<file path="src/rtl/ultrasonic_ranger_pkg.sv">
// Shared types for the ultrasonic ranger: FSM state encoding and synchronizer depth.
package ultrasonic_ranger_pkg;

   typedef enum logic [2:0] {
      IDLE,
      TRIG,
      WAIT,
      MEAS,
      DONE,
      HOLD
   } state_e;

   localparam int SYNC_STAGES = 2;

endpackage

</file>
<file path="src/rtl/ultrasonic_ranger_echo_sync.sv">
// Echo input synchronizer with registered rise/fall flags aligned to dout.
module echo_sync
   import ultrasonic_ranger_pkg::*;
(
   input  logic clk,
   input  logic reset_n,
   input  logic din,
   output logic dout,
   output logic rise,
   output logic fall
);

   logic [SYNC_STAGES-1:0] sync_q;
   logic                   rise_q;
   logic                   fall_q;

   // Edges are computed from the value about to enter the last stage, so the
   // flags assert in the same cycle dout changes.
   always_ff @(posedge clk or negedge reset_n) begin
      if (!reset_n) begin
         sync_q <= '0;
         rise_q <= 1'b0;
         fall_q <= 1'b0;
      end else begin
         sync_q <= {sync_q[SYNC_STAGES-2:0], din};
         rise_q <= sync_q[SYNC_STAGES-2] & ~sync_q[SYNC_STAGES-1];
         fall_q <= ~sync_q[SYNC_STAGES-2] & sync_q[SYNC_STAGES-1];
      end
   end

   assign dout = sync_q[SYNC_STAGES-1];
   assign rise = rise_q;
   assign fall = fall_q;

endmodule

</file>
<file path="src/rtl/ultrasonic_ranger.sv">
// Ultrasonic ranger: trigger, echo width measurement, obstacle threshold compare.
// Optional DEBOUNCE_EN filters obstacle_detect over DEB_COUNT consecutive samples.
module ultrasonic_ranger
   import ultrasonic_ranger_pkg::*;
#(
   parameter int W_W          = 16,
   parameter int TRIG_CYCLES  = 10,
   parameter int ECHO_TIMEOUT = 30000,
   parameter int HOLDOFF      = 5000,
   parameter int DEB_COUNT    = 3
) (
   input  logic           clk,
   input  logic           reset_n,
   input  logic           enable,
   input  logic           echo,
   input  logic [W_W-1:0] threshold,
   output logic           trig,
   output logic [W_W-1:0] echo_width,
   output logic           sample_valid,
   output logic           timeout_err,
   output logic           obstacle_detect
);

   localparam logic [W_W-1:0] TRIG_LAST = W_W'(TRIG_CYCLES - 1);
   localparam logic [W_W-1:0] TMO_LAST  = W_W'(ECHO_TIMEOUT - 1);
   localparam logic [W_W-1:0] TMO_MAX   = W_W'(ECHO_TIMEOUT);
   localparam logic [W_W-1:0] HOLD_LAST = W_W'(HOLDOFF - 1);

   state_e         state_q;
   logic [W_W-1:0] cnt_q;
   logic [W_W-1:0] wid_q;
   logic           tmo_q;
   logic           trig_q;
   logic           sv_q;
   logic [W_W-1:0] ew_q;
   logic           te_q;
   logic           obst_q;
   logic           obs_d;
   logic           echo_s;
   logic           echo_rise;
   logic           echo_fall;

`ifdef DEBOUNCE_EN
   localparam int             DEB_W    = $clog2(DEB_COUNT + 1);
   localparam logic [DEB_W-1:0] DEB_LAST = DEB_W'(DEB_COUNT - 1);
   logic [DEB_W-1:0] deb_q;
`endif

   echo_sync u_sync (
      .clk     (clk),
      .reset_n (reset_n),
      .din     (echo),
      .dout    (echo_s),
      .rise    (echo_rise),
      .fall    (echo_fall)
   );

   assign obs_d = !tmo_q && (wid_q < threshold);

   // cnt_q is shared between TRIG, WAIT and HOLD; each entry reloads it to 0.
   always_ff @(posedge clk or negedge reset_n) begin
      if (!reset_n) begin
         state_q <= IDLE;
         cnt_q   <= '0;
         wid_q   <= '0;
         tmo_q   <= 1'b0;
         trig_q  <= 1'b0;
         sv_q    <= 1'b0;
         ew_q    <= '0;
         te_q    <= 1'b0;
         obst_q  <= 1'b0;
`ifdef DEBOUNCE_EN
         deb_q   <= '0;
`endif
      end else if (!enable) begin
         state_q <= IDLE;
         cnt_q   <= '0;
         wid_q   <= '0;
         tmo_q   <= 1'b0;
         trig_q  <= 1'b0;
         sv_q    <= 1'b0;
         obst_q  <= 1'b0;
`ifdef DEBOUNCE_EN
         deb_q   <= '0;
`endif
      end else begin
         sv_q <= 1'b0;
         case (state_q)
            IDLE: begin
               state_q <= TRIG;
               trig_q  <= 1'b1;
               cnt_q   <= '0;
            end
            TRIG: begin
               if (cnt_q == TRIG_LAST) begin
                  state_q <= WAIT;
                  trig_q  <= 1'b0;
                  cnt_q   <= '0;
               end else begin
                  cnt_q <= cnt_q + 1'b1;
               end
            end
            // Only a fresh rise starts MEAS; an echo already high stays ignored.
            WAIT: begin
               if (echo_rise) begin
                  state_q <= MEAS;
                  wid_q   <= W_W'(1);
                  tmo_q   <= 1'b0;
               end else if (cnt_q == TMO_LAST) begin
                  state_q <= DONE;
                  wid_q   <= TMO_MAX;
                  tmo_q   <= 1'b1;
               end else begin
                  cnt_q <= cnt_q + 1'b1;
               end
            end
            MEAS: begin
               if (echo_fall || (wid_q == TMO_MAX)) begin
                  state_q <= DONE;
               end else begin
                  wid_q <= wid_q + 1'b1;
               end
            end
            DONE: begin
               state_q <= HOLD;
               cnt_q   <= '0;
               sv_q    <= 1'b1;
               ew_q    <= wid_q;
               te_q    <= tmo_q;
`ifdef DEBOUNCE_EN
               if (obs_d == obst_q) begin
                  deb_q <= '0;
               end else if (deb_q == DEB_LAST) begin
                  obst_q <= obs_d;
                  deb_q  <= '0;
               end else begin
                  deb_q <= deb_q + 1'b1;
               end
`else
               obst_q <= obs_d;
`endif
            end
            HOLD: begin
               if (cnt_q == HOLD_LAST) begin
                  state_q <= TRIG;
                  trig_q  <= 1'b1;
                  cnt_q   <= '0;
               end else begin
                  cnt_q <= cnt_q + 1'b1;
               end
            end
            default: state_q <= IDLE;
         endcase
      end
   end

   assign trig            = trig_q;
   assign echo_width      = ew_q;
   assign sample_valid    = sv_q;
   assign timeout_err     = te_q;
   assign obstacle_detect = obst_q;

endmodule

</file>
<file path="config.mk">
export PLATFORM = sky130hd
export DESIGN_NAME = ultrasonic_ranger
export DESIGN_NICKNAME = d
export VERILOG_FILES = /design/src/rtl/ultrasonic_ranger_pkg.sv /design/src/rtl/ultrasonic_ranger_echo_sync.sv /design/src/rtl/ultrasonic_ranger.sv
export SDC_FILE = /design/constraint.sdc
export NUM_CORES = 1
export LEC_CHECK = 0
export ABC_AREA = 1
export CAP_MARGIN = 20
export CELL_PAD_IN_SITES_DETAIL_PLACEMENT = 1
export CELL_PAD_IN_SITES_GLOBAL_PLACEMENT = 2
export CORE_MARGIN = 4
export CORE_UTILIZATION = 29
export DETAILED_ROUTE_END_ITERATION = 6
export GPL_TIMING_DRIVEN = 1
export PLACE_DENSITY = 0.73
export SYNTH_ARGS = -nofsm -noshare
export SYNTH_HDL_FRONTEND = slang
export SYNTH_SLANG_ARGS = --single-unit
</file>
<file path="constraint.sdc">
create_clock -name clk -period 1.5 [get_ports clk]
set_input_delay 0.375 -clock clk [delete_from_list [all_inputs] [get_ports clk]]
set_output_delay 0.375 -clock clk [all_outputs]
set_load 0.02 [all_outputs]
</file>
==> key figures, run 1 <==
Clock network
  • CTS tree: yes
  • Cts bufs inserted: 9
  • CTS clk-pin slew, worst paths: 0.06 ns
  • CTS Root Cell: clkbuf_16
  • H-tree Lvls: 3
  • Clock buffer depth: 2
  • Cts hold-fix bufs: 0
  • Total clock sinks: 60
  • Clock Latency Late Sink: 0.34 ns

GRT
  • Remaining global-route overflow: 0
  • Number of global-route vias before repair: 4564
  • First-pass GRT wire length: 23340 um
  • Initial antenna violation count: 0
  • GR Util All Layers: 20.03%
  • Largest net degree at the start of global routing: 61

Logic synthesis
  • Synth unique cells: 33
  • Synth Net Count: 595
  • Post-synth EDFFs: 0
  • Top cells by count, synth: nand2_1 (153), inv_1 (87), dfrtp_1 (60), nor2_1 (58), o21ai_0 (48)
  • Synth Cell Area: 3879 um^2
  • Count leader, synth: nand2_1
  • Area leader, netlist: dfrtp_1
  • Share of the synthesized area in the top cell type: 38.71%
  • Post-Syn Instances: 556
  • Seq/Total Area, Yosys: 38.71%
  • Ys flop type: dfrtp_1
  • Top post-synthesis cells by area: dfrtp_1 (39%), nand2_1 (15%), inv_1 (8.4%), o21ai_0 (6.2%), ha_1 (6.1%)
  • Post-synthesis area per instance: 6.976 um^2
  • Ys Warns: 0
  • Synthesized flop and latch total: 60
  • Async S/R FF share, synth: 100.0%

STA
  • Final hold slack: 0.03927 ns
  • Setup TNS: -4.860 ns
  • Final Hold Fails: 0
  • Worst slew margin relative to its limit: 76.33%
  • Final period util: 111.7%
  • RSZ-0062 raised after global routing: yes
  • Final setup fails: 38
  • Min Tclk post-route: 1.675 ns
  • Slew @ Worst Pin: 0.3550 ns
  • Clk_skew: 0.009219 ns
  • Max Clk Rate: 0.5970 GHz
  • Final Max Slew Viols: 0
  • Worst Setup Slack, final: -0.1749 ns

Placement
  • Gpl congestion: 0.8638
  • Final HPWL DP: 10580 um
  • Post-DP Area: 5345 um^2
  • Port-buffer cells: 39
  • Place WS: -0.4750 ns

Status
  • Failing checks: negative setup slack
  • Status: finished with violations

Power
  • LEAKAGE: 3.300 nW
  • Power per Cell Area: 1396 nW/um^2
  • Tot Pwr: 9.176 mW
  • Peak VDD IR: 0.0005864 V

Routing
  • WL final: 15460 um
  • Post-DR vias/cell: 4.770
  • Initial DRC Count: 201
  • Average wire per standard cell: 16.78 um
  • Antenna viol nets, final: 0
  • DR vias: 4393
  • 1st-pass router iterations: 4
  • Remaining DRCs: 0

Cells and area
  • Area Growth Syn to Fin: 69.52%
  • Layout cell share with drive strength beyond 1: 39.39%
  • Design area: 6575 um^2
  • Number of diodes: 0
  • Final net count: 783

Run
  • Maxcap violations: 0

Critical path
  • Worst endpoint data arrival time: 1.90 ns
  • CP max FO: 7
  • Critical Path RT: 1.73 ns
  • Setup crit end kind: register
  • Crit path launch type: register
  • Crit Path Category: reg2reg

Floorplan
  • I/O pin cnt: 40
  • Core area: 12880 um^2
  • Initial core utilization: 30.12%
  • Die area: 15290 um^2
  • Die Height: 123.7 um
  • Die Wd: 123.7 um
  • Standard-cell row count: 41

Min path
  • Min-Delay Path Class: in2async
## sequential cells by signal, indices dropped and copies added (netlist names)
register,flops
u_sync.fall,1
cnt_q,16
state_q,3
tmo_q,1
obstacle_detect,1
echo_width,16
sample_valid,1
trig,1
timeout_err,1
u_sync.sync_q,2
wid_q,16
u_sync.rise,1
## worst max-delay path, stage by stage, from the launching register on
cell       delay (ns)
dfrtp_1          0.40
ha_4             0.16
buf_4            0.11
nand3_4          0.08
nor2_4           0.11
nand2_4          0.08
nand3_4          0.13
nand2_8          0.08
buf_12           0.13
clkbuf_16        0.16
nand2_2          0.06
nand2_1          0.06
## cells in the final DEF, fill, tap and decap left out, types with 2 or more instances in the layout
cell / count
buf_4: 123
nand2_1: 111
inv_1: 75
dfrtp_1: 59
nor2_1: 37
nand2_2: 33
nand3_1: 32
o21ai_1: 29
nand4_1: 20
clkdlybuf4s50_1: 18
dlygate4sd2_1: 18
nand2_4: 15
o21ai_0: 14
ha_1: 14
inv_2: 13
nor2_2: 13
o21ai_2: 13
clkbuf_16: 13
buf_6: 12
nor2_4: 11
a21oi_1: 11
nand3_2: 7
buf_12: 7
nand3_4: 6
nor3_1: 5
ha_4: 4
clkinv_4: 3
nand2_8: 2
nor3b_1: 2
inv_4: 2
a21oi_2: 2
nor3_4: 2
o31ai_2: 2
clkinv_2: 2
clkdlybuf4s15_1: 2
## power by group
group	internal, mW	switching (mW)
Sequential	2.03	0.347
Combinational	2.15	2.54
Clock	1.29	0.820
Total	5.47	3.71
## worst paths after layout
| path | startpoint | to | slack (ns) | cells past startpoint |
|---|---|---|---|---|
| worst max-delay path | cnt_q[0] | wid_q[13] | -0.17 | 11 |
| worst min-delay path | reset_n | echo_width[11] | 0.04 | 2 |
| worst max register to register | cnt_q[0] | wid_q[13] | -0.17 | 11 |
| worst min register to register | u_sync.sync_q[0] | u_sync.sync_q[1] | 0.41 | 0 |
| max in group asynchronous | reset_n | wid_q[2] | 1.14 | 2 |
| min in group clk | u_sync.sync_q[0] | u_sync.sync_q[1] | 0.41 | 0 |
## cell families after synthesis
logic type / share of synthesized area (%)
fa+ha+maj: 6.129
simple gates: 33.48
compound gates: 11.03
buf+inv: 10.42
flops: 38.71
xor+xnor: 0.2258
## routing by layer
metal / GRT usage (%) / wire length, um / up-vias
met5: 0 / 0 / -
met4: 5.052 / 207 / 0
met3: 4.269 / 493 / 17
met2: 34.40 / 7814 / 69
met1: 25.61 / 6940 / 2141
li1: - / - / 2166
## layout make-up
class                      instances  area, um^2
inverter                          91       351.6
multi-input combinational        396        2522
tap                              172       215.2
fill                            1550        6301
timing repair buffer             186        1689
sequential                        60        1503
clock buffer                      10       229.0
clock inverter                     6       65.06
## metrics by stage
step           util (%)  cells
6_report          51.06    921
4_1_cts           47.13    905
3_3_place_gp      41.51    874
2_1_floorplan         -    556
5_1_grt           51.06    921
3_5_place_dp      41.51    874
## what timing repair did
action	CTS	global route
setup endpoints to repair	74	55
gates resized for setup	99	122
setup buffers	12	12
gates cloned	3	5
pin swaps	26	30
Power figures use the tool's default switching activity.
==> inputs of run 2 (changes only) <==
Settings changed: CORE_MARGIN 4 to default, SLEW_MARGIN from default to 15.
==> run 2 against run 1 <==
The flow still finishes with violations (negative setup slack). Worst hold slack improved by 0.00082 ns. Count of clock-buffer cells in the layout decreased by 1. Routed wire length increased by 7.7%. Non-clock buffer count increased by 13. Critical path depth increased by 1. Clock skew decreased by 0.0022 ns. Final cell count increased by 1.4%. Core utilization increased by 2.1 points. Sequential share of layout area decreased by 0.77 points. Global-route usage increased by 3.4 points. Critical path type unchanged. Critical endpoint is now wid_q[14]. Largest cell class unchanged.
==> key figures, run 2 (synthesized netlist as in run 1, its figures left out) <==
Power
  • Pint: 5.547 mW (was 5.465 mW)
  • Combinational share of power: 51.9% (was 51.2%)
  • Switching share of total power: 41.59% (was 40.43%)
  • LEAKAGE: 3.459 nW (was 3.300 nW)
  • P_sw: 3.950 mW (was 3.710 mW)
  • Power per Cell Area: 1392 nW/um^2 (was 1396 nW/um^2)
  • Sequential power share: 25.2% (was 25.9%)
  • Peak VDD IR: 0.0005891 V (was 0.0005864 V)
  • Clock network power share: 22.9% (was 23.0%)

Critical path
  • WP buf/inv: 3 (unchanged)
  • Worst endpoint data arrival time: 1.98 ns (was 1.90 ns)
  • Crit-path most repeated cell: nand2_1 (was nand3_4)
  • Worst path cell trace: buf_6 -> buf_4 -> ha_4 -> nand3_4 -> nor2_4 -> buf_6 -> nand3_1 -> nand2_1 -> nand2_1 -> nand2_1 -> nand3_1 -> o21ai_2 (was ha_4 -> buf_4 -> nand3_4 -> nor2_4 -> nand2_4 -> nand3_4 -> nand2_8 -> buf_12 -> clkbuf_16 -> nand2_2 -> nand2_1)
  • Crit path launch type: register (unchanged)
  • Critical Path RT: 1.78 ns (was 1.73 ns)
  • CP max stage cell: dfrtp_1 (unchanged)
  • Crit Path Category: reg2reg (unchanged)
  • Slowest stage delay, CP: 0.39 ns (was 0.40 ns)
  • CP max FO: 3 (was 7)
  • Setup crit end kind: register (unchanged)
  • Crit-path leading delay family: simple AND/OR/NAND/NOR gates (unchanged)

Cells and area
  • Layout cell share with drive strength beyond 1: 42.65% (was 39.39%)
  • Final net count: 796 (was 783)
  • Commonest non-fill, non-tap cell in the layout: buf_4 (unchanged)
  • Most frequent cells in the layout: buf_4 (132), nand2_1 (108), inv_1 (75) (was buf_4 (123), nand2_1 (111), inv_1 (75))
  • Number of diodes: 0 (unchanged)
  • FILL cells: 1573 (was 1550)
  • Area Growth Syn to Fin: 75.90% (was 69.52%)
  • Fin util: 53.20% (was 51.06%)

STA
  • Final Hold Fails: 0 (unchanged)
  • Final period util: 113.4% (was 111.7%)
  • Final hold slack: 0.04009 ns (was 0.03927 ns)
  • Final Max Slew Viols: 0 (unchanged)
  • Max Clk Rate: 0.5881 GHz (was 0.5970 GHz)
  • Final setup fails: 37 (was 38)
  • RSZ-0062 raised after global routing: yes (unchanged)
  • Min Tclk post-route: 1.701 ns (was 1.675 ns)
  • Worst slew margin relative to its limit: 76.19% (was 76.33%)
  • Worst Setup Slack, final: -0.2005 ns (was -0.1749 ns)
  • Clk_skew: 0.006972 ns (was 0.009219 ns)
  • Slew @ Worst Pin: 0.3571 ns (was 0.3550 ns)

Routing
  • DR vias: 4554 (was 4393)
  • Top Metal Used: met4 (unchanged)
  • Antenna viol nets, final: 0 (unchanged)
  • Post-DR vias/cell: 4.876 (was 4.770)
  • Remaining DRCs: 0 (unchanged)
  • WL final: 16650 um (was 15460 um)
  • Initial DRC Count: 260 (was 201)
  • Average wire per standard cell: 17.82 um (was 16.78 um)
  • Met2 wire len: 8542 um (was 7814 um)
  • 1st-pass router iterations: 6 (was 4)
  • Metal-1 WL: 7261 um (was 6940 um)
  • Routed wl met3: 571 um (was 493 um)

Clock network
  • CTS Root Cell: clkbuf_16 (unchanged)
  • Cts bufs inserted: 9 (unchanged)
  • H-tree Lvls: 3 (unchanged)
  • Cts hold-fix bufs: 0 (unchanged)
  • CTS tree: yes (unchanged)
  • CTS clk-pin slew, worst paths: 0.06 ns (about the same)
  • Clock Latency Late Sink: 0.35 ns (was 0.34 ns)
  • Clock buffer depth: 2 (unchanged)
  • Total clock sinks: 60 (unchanged)

Status
  • Status: finished with violations (unchanged)
  • Failing checks: negative setup slack (unchanged)

GRT
  • Largest net degree at the start of global routing: 61 (unchanged)
  • Remaining global-route overflow: 0 (unchanged)
  • GR Util All Layers: 23.38% (was 20.03%)
  • Initial antenna violation count: 0 (unchanged)
  • Number of global-route vias before repair: 4814 (was 4564)
  • First-pass GRT wire length: 25160 um (was 23340 um)

Floorplan
  • Die Height: 117.7 um (was 123.7 um)
  • I/O pin cnt: 40 (unchanged)
  • Core area: 12820 um^2 (was 12880 um^2)
  • Die Wd: 117.7 um (was 123.7 um)
  • Standard-cell row count: 41 (unchanged)
  • Initial core utilization: 30.24% (was 30.12%)
  • Die area: 13840 um^2 (was 15290 um^2)

Run
  • Maxcap violations: 0 (unchanged)

Min path
  • Min-Delay Path Class: in2async (unchanged)

Placement
  • Port-buffer cells: 39 (unchanged)
  • Place WS: -0.5444 ns (was -0.4750 ns)
  • Final HPWL DP: 10550 um (was 10580 um)
  • Gpl congestion: 0.8601 (was 0.8638)
## run 2: power by group through the flow
| stage | registers [mW] | clock network (mW) | logic [mW] |
|---|---|---|---|
| 6_report | 2.39 | 2.17 | 4.93 |
| 5_1_grt | 2.44 | 2.26 | 5.29 |
| 4_1_cts | 2.35 | 2.20 | 4.54 |
| 3_5_place_dp | 2.35 | 0 | 3.53 |
| 3_3_place_gp | 2.34 | 0 | 3.41 |
| 2_1_floorplan | 2.64 | 0 | 1.40 |
## run 2: metrics by stage
stage                     instances  power [mW]  cell area, um^2  TNS [ns]
final                           934       9.497             6823    -4.735
after global routing            934       9.996             6823    -8.347
after CTS                       920       9.092             6402    -4.485
after detailed placement        864       5.886             5258    -25.54
after global placement          864       5.749             5258    -22.71
after floorplan                 556       4.039             3891  -0.01816
## run 2: path summary, 6_finish.rpt
kind                                  start                to  slack, ns  cells past startpoint
setup / recovery                   wid_q[1]         wid_q[14]      -0.20                     12
hold / removal                      reset_n     echo_width[8]       0.04                      2
setup reg to reg                   wid_q[1]         wid_q[14]      -0.20                     12
hold reg to reg            u_sync.sync_q[0]  u_sync.sync_q[1]       0.41                      0
max in group asynchronous           reset_n          cnt_q[6]       1.15                      2
min in group clk           u_sync.sync_q[0]  u_sync.sync_q[1]       0.41                      0
## run 2: routing by layer
layer / up-vias / GRT usage [%]
li1: 2184 / -
met1: 2272 / 28.96
met2: 72 / 40.22
met3: 26 / 5.620
met4: 0 / 6.490
met5: - / 0
## run 2: cell type report
cell class                      instances  area, um^2  share of cell area, %
Multi-Input combinational cell        396        2646                  38.79
Timing Repair Buffer                  199        1797                  26.33
Sequential cell                        60        1506                  22.08
Inverter                               91       356.6                  5.226
Clock buffer                            9       225.2                  3.301
Tap cell                              172       215.2                  3.154
Clock inverter                          7       76.32                  1.119
## run 2: worst reg2reg max path: cells and delay by family (launching register included)
kind,cells,cell delay [ns]
DFF,1,0.39
buffers and inverters,3,0.39
AOI/OAI and AO/OA,1,0.11
adders and majority gates,1,0.15
and+or+nand+nor,7,0.59
## run 2: repair_timing
action	CTS	global route
setup endpoints to repair	75	55
pin swaps	44	43
resized for setup	163	104
cloned	4	4
buffers inserted	38	15
endpoints found under the hold margin	0	0
